### src/rtl/mbist_sti_seq_pkg.sv
// Shared types and constants for the MBIST stimulus sequencer.
package mbist_sti_seq_pkg;

    // Sequencer control states.
    typedef enum logic [1:0] {
        StIdle   = 2'd0,
        StActive = 2'd1,
        StDone   = 2'd2
    } sti_state_e;

    // Run modes held in the two LSBs of the configuration chain; 2'b11 runs as SEQ.
    localparam logic [1:0] MODE_SEQ    = 2'b00;
    localparam logic [1:0] MODE_LOOP   = 2'b01;
    localparam logic [1:0] MODE_SINGLE = 2'b10;

    // Default 8-entry stimulus table, 15-bit words.
    localparam int unsigned STI_DEF_WD  = 15;
    localparam int unsigned STI_DEF_CNT = 8;

    localparam logic [STI_DEF_WD-1:0] STI_DEF_0 = 15'h0001;
    localparam logic [STI_DEF_WD-1:0] STI_DEF_1 = 15'h0a12;
    localparam logic [STI_DEF_WD-1:0] STI_DEF_2 = 15'h1523;
    localparam logic [STI_DEF_WD-1:0] STI_DEF_3 = 15'h2034;
    localparam logic [STI_DEF_WD-1:0] STI_DEF_4 = 15'h2b45;
    localparam logic [STI_DEF_WD-1:0] STI_DEF_5 = 15'h3656;
    localparam logic [STI_DEF_WD-1:0] STI_DEF_6 = 15'h4167;
    localparam logic [STI_DEF_WD-1:0] STI_DEF_7 = 15'h7c78;

    // Entry i sits at bits [i*WD +: WD].
    localparam logic [STI_DEF_CNT*STI_DEF_WD-1:0] STI_TABLE_DEF = {
        STI_DEF_7, STI_DEF_6, STI_DEF_5, STI_DEF_4,
        STI_DEF_3, STI_DEF_2, STI_DEF_1, STI_DEF_0
    };

endpackage

### src/rtl/mbist_sti_seq_if.sv
// Handshake between the MBIST operation FSM (master) and the stimulus sequencer (slave).
interface mbist_sti_seq_if #(
    parameter int unsigned STI_WD = 15,
    parameter int unsigned IDX_WD = 3
);
    logic              start;
    logic              sti_next;
    logic              sti_vld;
    logic [STI_WD-1:0] stimulus;
    logic [IDX_WD-1:0] sti_idx;
    logic              last_stimulus;
    logic              done;
    logic              empty_err;

    modport master (
        output start,
        output sti_next,
        input  sti_vld,
        input  stimulus,
        input  sti_idx,
        input  last_stimulus,
        input  done,
        input  empty_err
    );

    modport slave (
        input  start,
        input  sti_next,
        output sti_vld,
        output stimulus,
        output sti_idx,
        output last_stimulus,
        output done,
        output empty_err
    );
endinterface

### src/rtl/mbist_sti_pick.sv
// Combinational enabled-index search over the stimulus enable mask.
module mbist_sti_pick #(
    parameter int unsigned BIST_STI_CNT = 8,
    parameter int unsigned BIST_IDX_WD  = $clog2(BIST_STI_CNT)
) (
    input  logic [BIST_STI_CNT-1:0] i_en_mask,
    input  logic [BIST_IDX_WD-1:0]  i_cur_idx,
    output logic [BIST_IDX_WD-1:0]  o_first_idx,
    output logic [BIST_IDX_WD-1:0]  o_next_idx,
    output logic                    o_has_next,
    output logic                    o_mask_empty
);

    // Lowest enabled index; scanning downward lets the lowest hit win.
    always_comb begin
        o_first_idx = '0;
        for (int i = BIST_STI_CNT - 1; i >= 0; i--) begin
            if (i_en_mask[i]) begin
                o_first_idx = BIST_IDX_WD'(i);
            end
        end
    end

    // Lowest enabled index strictly above the current one.
    always_comb begin
        o_next_idx = '0;
        o_has_next = 1'b0;
        for (int i = BIST_STI_CNT - 1; i >= 0; i--) begin
            if (i_en_mask[i] && (i > int'(i_cur_idx))) begin
                o_next_idx = BIST_IDX_WD'(i);
                o_has_next = 1'b1;
            end
        end
    end

    assign o_mask_empty = ~|i_en_mask;

endmodule

### src/rtl/mbist_sti_seq.sv
// MBIST stimulus sequencer: scan-loaded config, walks enabled table entries on start/next.
module mbist_sti_seq
    import mbist_sti_seq_pkg::*;
#(
    parameter int unsigned BIST_STI_WD  = 15,
    parameter int unsigned BIST_STI_CNT = 8,
    parameter int unsigned BIST_IDX_WD  = $clog2(BIST_STI_CNT),
    parameter int unsigned BIST_REP_WD  = 4
) (
    input  logic                                clk,
    input  logic                                rst_n,
    input  logic                                i_scan_shift,
    input  logic                                i_sdi,
    output logic                                o_sdo,
    input  logic [BIST_STI_CNT*BIST_STI_WD-1:0] i_sti_table,
    mbist_sti_seq_if.slave                      io_seq
);

    // Chain layout, LSB first: {mode[1:0], rep, en_mask}.
    localparam int unsigned CHAIN_LEN = BIST_STI_CNT + BIST_REP_WD + 2;
    localparam logic [CHAIN_LEN-1:0] CHAIN_RST = {{BIST_STI_CNT{1'b1}}, {(BIST_REP_WD + 2){1'b0}}};

    logic [CHAIN_LEN-1:0]    r_chain;
    logic [1:0]              w_mode;
    logic [BIST_REP_WD-1:0]  w_rep;
    logic [BIST_STI_CNT-1:0] w_en_mask;

    sti_state_e              r_state;
    sti_state_e              w_state_nxt;
    logic [BIST_IDX_WD-1:0]  r_cur_idx;
    logic [BIST_IDX_WD-1:0]  w_idx_nxt;
    logic [BIST_REP_WD-1:0]  r_pass_cnt;
    logic [BIST_REP_WD-1:0]  w_pass_nxt;
    logic                    r_empty_err;
    logic                    w_err_nxt;

    logic [BIST_IDX_WD-1:0]  w_first_idx;
    logic [BIST_IDX_WD-1:0]  w_next_idx;
    logic                    w_has_next;
    logic                    w_mask_empty;
    logic                    w_is_rep;
    logic                    w_is_single;
    logic                    w_adv;

    logic [BIST_STI_WD-1:0]  w_sti_tbl [BIST_STI_CNT];

    assign w_mode    = r_chain[1:0];
    assign w_rep     = r_chain[2 +: BIST_REP_WD];
    assign w_en_mask = r_chain[2 + BIST_REP_WD +: BIST_STI_CNT];
    assign o_sdo     = r_chain[0];

    // Only LOOP and SINGLE consume the pass count; SEQ and 2'b11 run once.
    assign w_is_single = (w_mode == MODE_SINGLE);
    assign w_is_rep    = (w_mode == MODE_LOOP) || w_is_single;
    // SINGLE never steps upward, so a higher enabled index does not count as "next".
    assign w_adv       = w_has_next && !w_is_single;

    for (genvar g = 0; g < BIST_STI_CNT; g++) begin : g_tbl
        assign w_sti_tbl[g] = i_sti_table[g*BIST_STI_WD +: BIST_STI_WD];
    end

    mbist_sti_pick #(
        .BIST_STI_CNT (BIST_STI_CNT),
        .BIST_IDX_WD  (BIST_IDX_WD)
    ) u_pick (
        .i_en_mask    (w_en_mask),
        .i_cur_idx    (r_cur_idx),
        .o_first_idx  (w_first_idx),
        .o_next_idx   (w_next_idx),
        .o_has_next   (w_has_next),
        .o_mask_empty (w_mask_empty)
    );

    // Configuration chain: shifts toward bit 0 with sdi entering at the MSB.
    always_ff @(posedge clk or negedge rst_n) begin
        if (!rst_n) begin
            r_chain <= CHAIN_RST;
        end else if (i_scan_shift) begin
            r_chain <= {i_sdi, r_chain[CHAIN_LEN-1:1]};
        end
    end

    // State register together with the index, pass counter and error flag.
    always_ff @(posedge clk or negedge rst_n) begin
        if (!rst_n) begin
            r_state     <= StIdle;
            r_cur_idx   <= '0;
            r_pass_cnt  <= '0;
            r_empty_err <= 1'b0;
        end else begin
            r_state     <= w_state_nxt;
            r_cur_idx   <= w_idx_nxt;
            r_pass_cnt  <= w_pass_nxt;
            r_empty_err <= w_err_nxt;
        end
    end

    // Next state: scan_shift beats start, start beats sti_next.
    always_comb begin
        w_state_nxt = r_state;
        w_idx_nxt   = r_cur_idx;
        w_pass_nxt  = r_pass_cnt;
        w_err_nxt   = r_empty_err;
        if (i_scan_shift) begin
            w_state_nxt = StIdle;
            w_err_nxt   = 1'b0;
        end else begin
            unique case (r_state)
                StIdle, StDone: begin
                    if (io_seq.start) begin
                        w_err_nxt = w_mask_empty;
                        if (w_mask_empty) begin
                            w_state_nxt = StDone;
                        end else begin
                            w_state_nxt = StActive;
                            w_idx_nxt   = w_first_idx;
                            w_pass_nxt  = w_is_rep ? w_rep : '0;
                        end
                    end
                end
                StActive: begin
                    if (io_seq.sti_next) begin
                        if (w_adv) begin
                            w_idx_nxt = w_next_idx;
                        end else if (r_pass_cnt != '0) begin
                            w_idx_nxt  = w_first_idx;
                            w_pass_nxt = r_pass_cnt - BIST_REP_WD'(1);
                        end else begin
                            w_state_nxt = StDone;
                        end
                    end
                end
                default: begin
                    w_state_nxt = StIdle;
                end
            endcase
        end
    end

    // Outputs decoded from registered state; stimulus is a plain table mux.
    always_comb begin
        io_seq.sti_vld       = (r_state == StActive);
        io_seq.done          = (r_state == StDone);
        io_seq.empty_err     = r_empty_err;
        io_seq.sti_idx       = r_cur_idx;
        io_seq.stimulus      = w_sti_tbl[r_cur_idx];
        io_seq.last_stimulus = (r_state == StActive) && !w_adv &&
                               ((r_pass_cnt == '0) || !w_is_rep);
    end

endmodule
### src/flat_wrapper.sv
// flat-port wrapper written by rule: the top's interface ports become plain ports
module mbist_sti_seq_flat import mbist_sti_seq_pkg::*;
#(
    parameter int unsigned BIST_STI_WD  = 15,
    parameter int unsigned BIST_STI_CNT = 8,
    parameter int unsigned BIST_IDX_WD  = $clog2(BIST_STI_CNT),
    parameter int unsigned BIST_REP_WD  = 4
)
  (clk, rst_n, i_scan_shift, i_sdi, o_sdo, i_sti_table, io_seq_start, io_seq_sti_next, io_seq_sti_vld, io_seq_stimulus, io_seq_sti_idx, io_seq_last_stimulus, io_seq_done, io_seq_empty_err);
  mbist_sti_seq_if io_seq_i ();
  input  logic clk;
  input  logic rst_n;
  input  logic i_scan_shift;
  input  logic i_sdi;
  output logic o_sdo;
  input  logic [BIST_STI_CNT*BIST_STI_WD-1:0] i_sti_table;
  input wire logic [$bits(io_seq_i.start)-1:0] io_seq_start;
  input wire logic [$bits(io_seq_i.sti_next)-1:0] io_seq_sti_next;
  output wire logic [$bits(io_seq_i.sti_vld)-1:0] io_seq_sti_vld;
  output wire logic [$bits(io_seq_i.stimulus)-1:0] io_seq_stimulus;
  output wire logic [$bits(io_seq_i.sti_idx)-1:0] io_seq_sti_idx;
  output wire logic [$bits(io_seq_i.last_stimulus)-1:0] io_seq_last_stimulus;
  output wire logic [$bits(io_seq_i.done)-1:0] io_seq_done;
  output wire logic [$bits(io_seq_i.empty_err)-1:0] io_seq_empty_err;
  assign io_seq_i.start = io_seq_start;
  assign io_seq_i.sti_next = io_seq_sti_next;
  assign io_seq_sti_vld = io_seq_i.sti_vld;
  assign io_seq_stimulus = io_seq_i.stimulus;
  assign io_seq_sti_idx = io_seq_i.sti_idx;
  assign io_seq_last_stimulus = io_seq_i.last_stimulus;
  assign io_seq_done = io_seq_i.done;
  assign io_seq_empty_err = io_seq_i.empty_err;
  mbist_sti_seq #(.BIST_STI_WD(BIST_STI_WD), .BIST_STI_CNT(BIST_STI_CNT), .BIST_IDX_WD(BIST_IDX_WD), .BIST_REP_WD(BIST_REP_WD)) u_core (.clk(clk), .rst_n(rst_n), .i_scan_shift(i_scan_shift), .i_sdi(i_sdi), .o_sdo(o_sdo), .i_sti_table(i_sti_table), .io_seq(io_seq_i));
endmodule
### config.mk
export PLATFORM = sky130hd
export DESIGN_NAME = mbist_sti_seq_flat
export DESIGN_NICKNAME = d
export VERILOG_FILES = /design/src/rtl/mbist_sti_seq_pkg.sv /design/src/rtl/mbist_sti_seq_if.sv /design/src/rtl/mbist_sti_pick.sv /design/src/rtl/mbist_sti_seq.sv /design/src/flat_wrapper.sv
export SDC_FILE = /design/constraint.sdc
export NUM_CORES = 1
export LEC_CHECK = 0
export ABC_AREA = 1
export BUFFER_PORTS_ARGS = -buffer_cell sky130_fd_sc_hd__buf_2
export CORE_UTILIZATION = 41
export CTS_BUF_LIST = sky130_fd_sc_hd__clkbuf_8
export DETAILED_ROUTE_END_ITERATION = 10
export PLACE_DENSITY = 0.8
export SLEW_MARGIN = 20
export SYNTH_ARGS = -nofsm -noshare
export SYNTH_HDL_FRONTEND = slang
export SYNTH_SLANG_ARGS = --single-unit
export TNS_END_PERCENT = 50
### constraint.sdc
create_clock -name clk -period 1.5 [get_ports clk]
set_input_delay 0 -clock clk [delete_from_list [all_inputs] [get_ports clk]]
set_output_delay 0 -clock clk [all_outputs]
set_load 0.03 [all_outputs]
==> flow_summary.yaml <==
critical_path:
  path_class: "reg2out"
  critPathRequiredTime_ns: 1.50
  reg2regPathDepth: 12
  cp-end-kind: "output pin"
  cp.arrival_ns: 1.72
  cp_max_fo: 9
  r2r_slack_ns: -0.09
  critPathLaunchType: "flip-flop"
power_and_ir_drop:
  p_total_uw: 7900
  power.leakage_uw: 0.00208
  ir_drop_mv: 1.07
  powerDensity_nw_per_um2: 1960
  power.switching_uw: 3880
  pwr-share-comb_pct: 80.5
  power.share.clock_pct: 7.2
  swShare_pct: 49.2
  seq_power_share_pct: 12.3
  power.internal_uw: 4010
clock_tree:
  clk-insertion-delay-late_ns: 0.27
  cts_root_buf: "clkbuf_8"
  tritoncts: "yes"
  clk_pin_slew_worst_paths_ns: 0.08
  cts-buffers-inserted: 3
  cts_max_level: 1
  cts_sinks: 24
  clock_path_buffers: 2
sta:
  slew_viol_final: 0
  hold_ws_ns: 0.0728
  finalCritPeriodShare_pct: 114
  max_freq_ghz: 0.583
  worst_pin_slew_ns: 0.544
  finClkSkew_ns: 0.00243
  fin_tns_setup_ns: -3.06
  slew_headroom_pct: 63.7
  final_hold_viol_count: 0
  finalSetupViolCount: 24
  min_period_ns: 1.72
  worst_slack_ns: -0.215
  grt_setup_unrepaired: "true"
floorplanning:
  initial_core_util_pct: 43.4
  fp.dieArea_um2: 6280
  core-area_um2: 5640
  die_x_um: 79.2
  die_h_um: 79.2
  ios: 149
  rows: 27
route:
  drt_wl_total_um: 9120
  dr.pass1.iters: 6
  vias_per_cell: 5.33
  vias: 3385
  drtIter0Drc: 124
  drc: 0
  ant_nets: 0
  routedWlPerCell_um: 14.4
grt:
  grt_max_degree: 31
  met3_usage_pct: 7.01
  first_global_vias: 3175
  grt_remaining_overflow: 0
  grt_pass1_wl_um: 14300
  met2_usage_pct: 51.0
  antenna_found_initial: 0
  gr-usage-met1_pct: 31.2
  grt_use_total_pct: 28.7
  busiest_layer: "met2"
synthesis:
  syn_area_per_cell_um2: 6.15
  yosys.area.top_type: "nand2_1"
  synth_area_leaders: "nand2_1, dfrtp_1, dfstp_2"
  ys.flop_type: "dfrtp_1"
  synth_seq_cells: 24
  synthesis.area_um2: 2450
  synth_commonest_cells: "nand2_1, nor2_1, o21ai_0"
  yosysSeqAreaShare_pct: 25.0
  syn_inst: 398
  yosys.cell_types.count: 32
  yosysMostFrequentCell: "nand2_1"
  yosysWarnings: 0
  syn_nets: 526
  synth_edf_count: 0
  async_flop_share_pct: 100
  yosysTopAreaCellShare_pct: 19.2
cells_and_area:
  finish.utilization_pct: 71.5
  synthToLayoutAreaGrowth_pct: 64.9
  layout.nets: 692
  drive_gt1_share_pct: 44.6
  num_antenna_cells: 0
placement:
  dp_hpwl_um: 6670
  gp_congestion: 0.908
  io_buffer_count: 148
hold_path:
  hp-class: "in2reg"
  hold_path_depth: 4
outcome:
  status: "complete, but fails checks"
  violations: "setup timing"
flow_run:
  maxCapViolations: 0
[path summary, 6_finish.rpt]
kind	start	end
worst min-delay path	i_scan_shift	u_core.r_state[1]
min in group asynchronous	rst_n	u_core.r_pass_cnt[1]
max in group asynchronous	rst_n	u_core.io_seq.sti_idx[0]
worst max register to register	u_core.io_seq.sti_idx[0]	u_core.r_pass_cnt[3]
worst max-delay path	u_core.io_seq.sti_idx[0]	io_seq_stimulus[13]
worst min register to register	u_core.r_pass_cnt[1]	u_core.r_pass_cnt[1]
[power groups by stage]
stage	Sequential, uW	Combinational, uW	Clock (uW)
detailed placement	983	5220	0
finish	972	6360	566
global placement	975	5170	0
floorplan	1030	3810	0
CTS	968	6210	578
global route	998	6800	607
[timing repair]
item,4_1_cts,5_1_grt
endpoints found under the setup margin,24,25
buffers inserted,5,0
hold buffers,2,0
pin swaps,5,1
gates cloned,2,0
hold endpoints to repair,17,0
gates resized for setup,67,7
[layer usage]
metal  wire, um  vias up
met5          0        -
met4        361        0
met3        707       40
met2       4580      156
met1       3470     1523
li1           -     1666
[layout make-up]
class,count,area [um^2]
Clock inverter,1,30.0
Timing Repair Buffer,184,1230
Clock buffer,3,41.3
Fill cell,400,1610
Multi-Input combinational cell,317,1900
Inverter,34,133
Sequential cell,24,612
Tap cell,72,90.1
[registers in the layout (all words and copies together) (netlist names)]
signal and flops:
u_core.r_chain 14, u_core.r_pass_cnt 4, u_core.io_seq.sti_idx 3, u_core.r_state 2, u_core.io_seq.empty_err 1
[logic make-up (layout without fill, tap and decap cells)]
logic type	Yosys count	count (layout)	synth area share [%]
fa+ha+maj	2	2	1.02
xor+xnor	1	1	0.358
compound gates	74	74	18.7
buf+inv	57	222	9.67
flops	24	24	25.0
simple gates	225	225	39.2
mux	15	15	6.14
[layout by cell type, fill, tap and decap left out, drive strengths merged]
master       synthesis  layout
nand4                2       2
buf                  7     180
bufinv               0       1
clkbuf              16       3
inv                 33      33
o211ai               1       1
o311ai              15      15
nor2                56      56
nand3               32      32
xnor2                1       1
ha                   2       2
nor3                 1       1
o22ai               19      19
dfrtp               16      16
o21ai               33      33
a31oi                1       1
o21bai               1       1
mux2i               15      15
a21oi                4       4
dfstp                8       8
or2                  1       1
dlygate4sd3          0       2
clkinv               1       1
nand2              133     133
bufbuf               0       2
[worst max-delay path, stage by stage, from the launching register on]
cell      delay, ns
dfrtp_2        0.44
buf_6          0.14
buf_6          0.14
mux2i_2        0.24
o22ai_1        0.11
nand2_1        0.11
o311ai_4       0.10
buf_6          0.16
[stage by stage]
stage / instances / setup slack [ns] / area (um^2)
after floorplan: 398 / -0.101 / 2670
after global placement: 622 / -0.00685 / 3610
after detailed placement: 622 / -0.0368 / 3610
after CTS: 635 / -0.133 / 4010
after global routing: 635 / -0.253 / 4030
final: 635 / -0.215 / 4030
No activity file was read; power rests on OpenSTA's default activity.
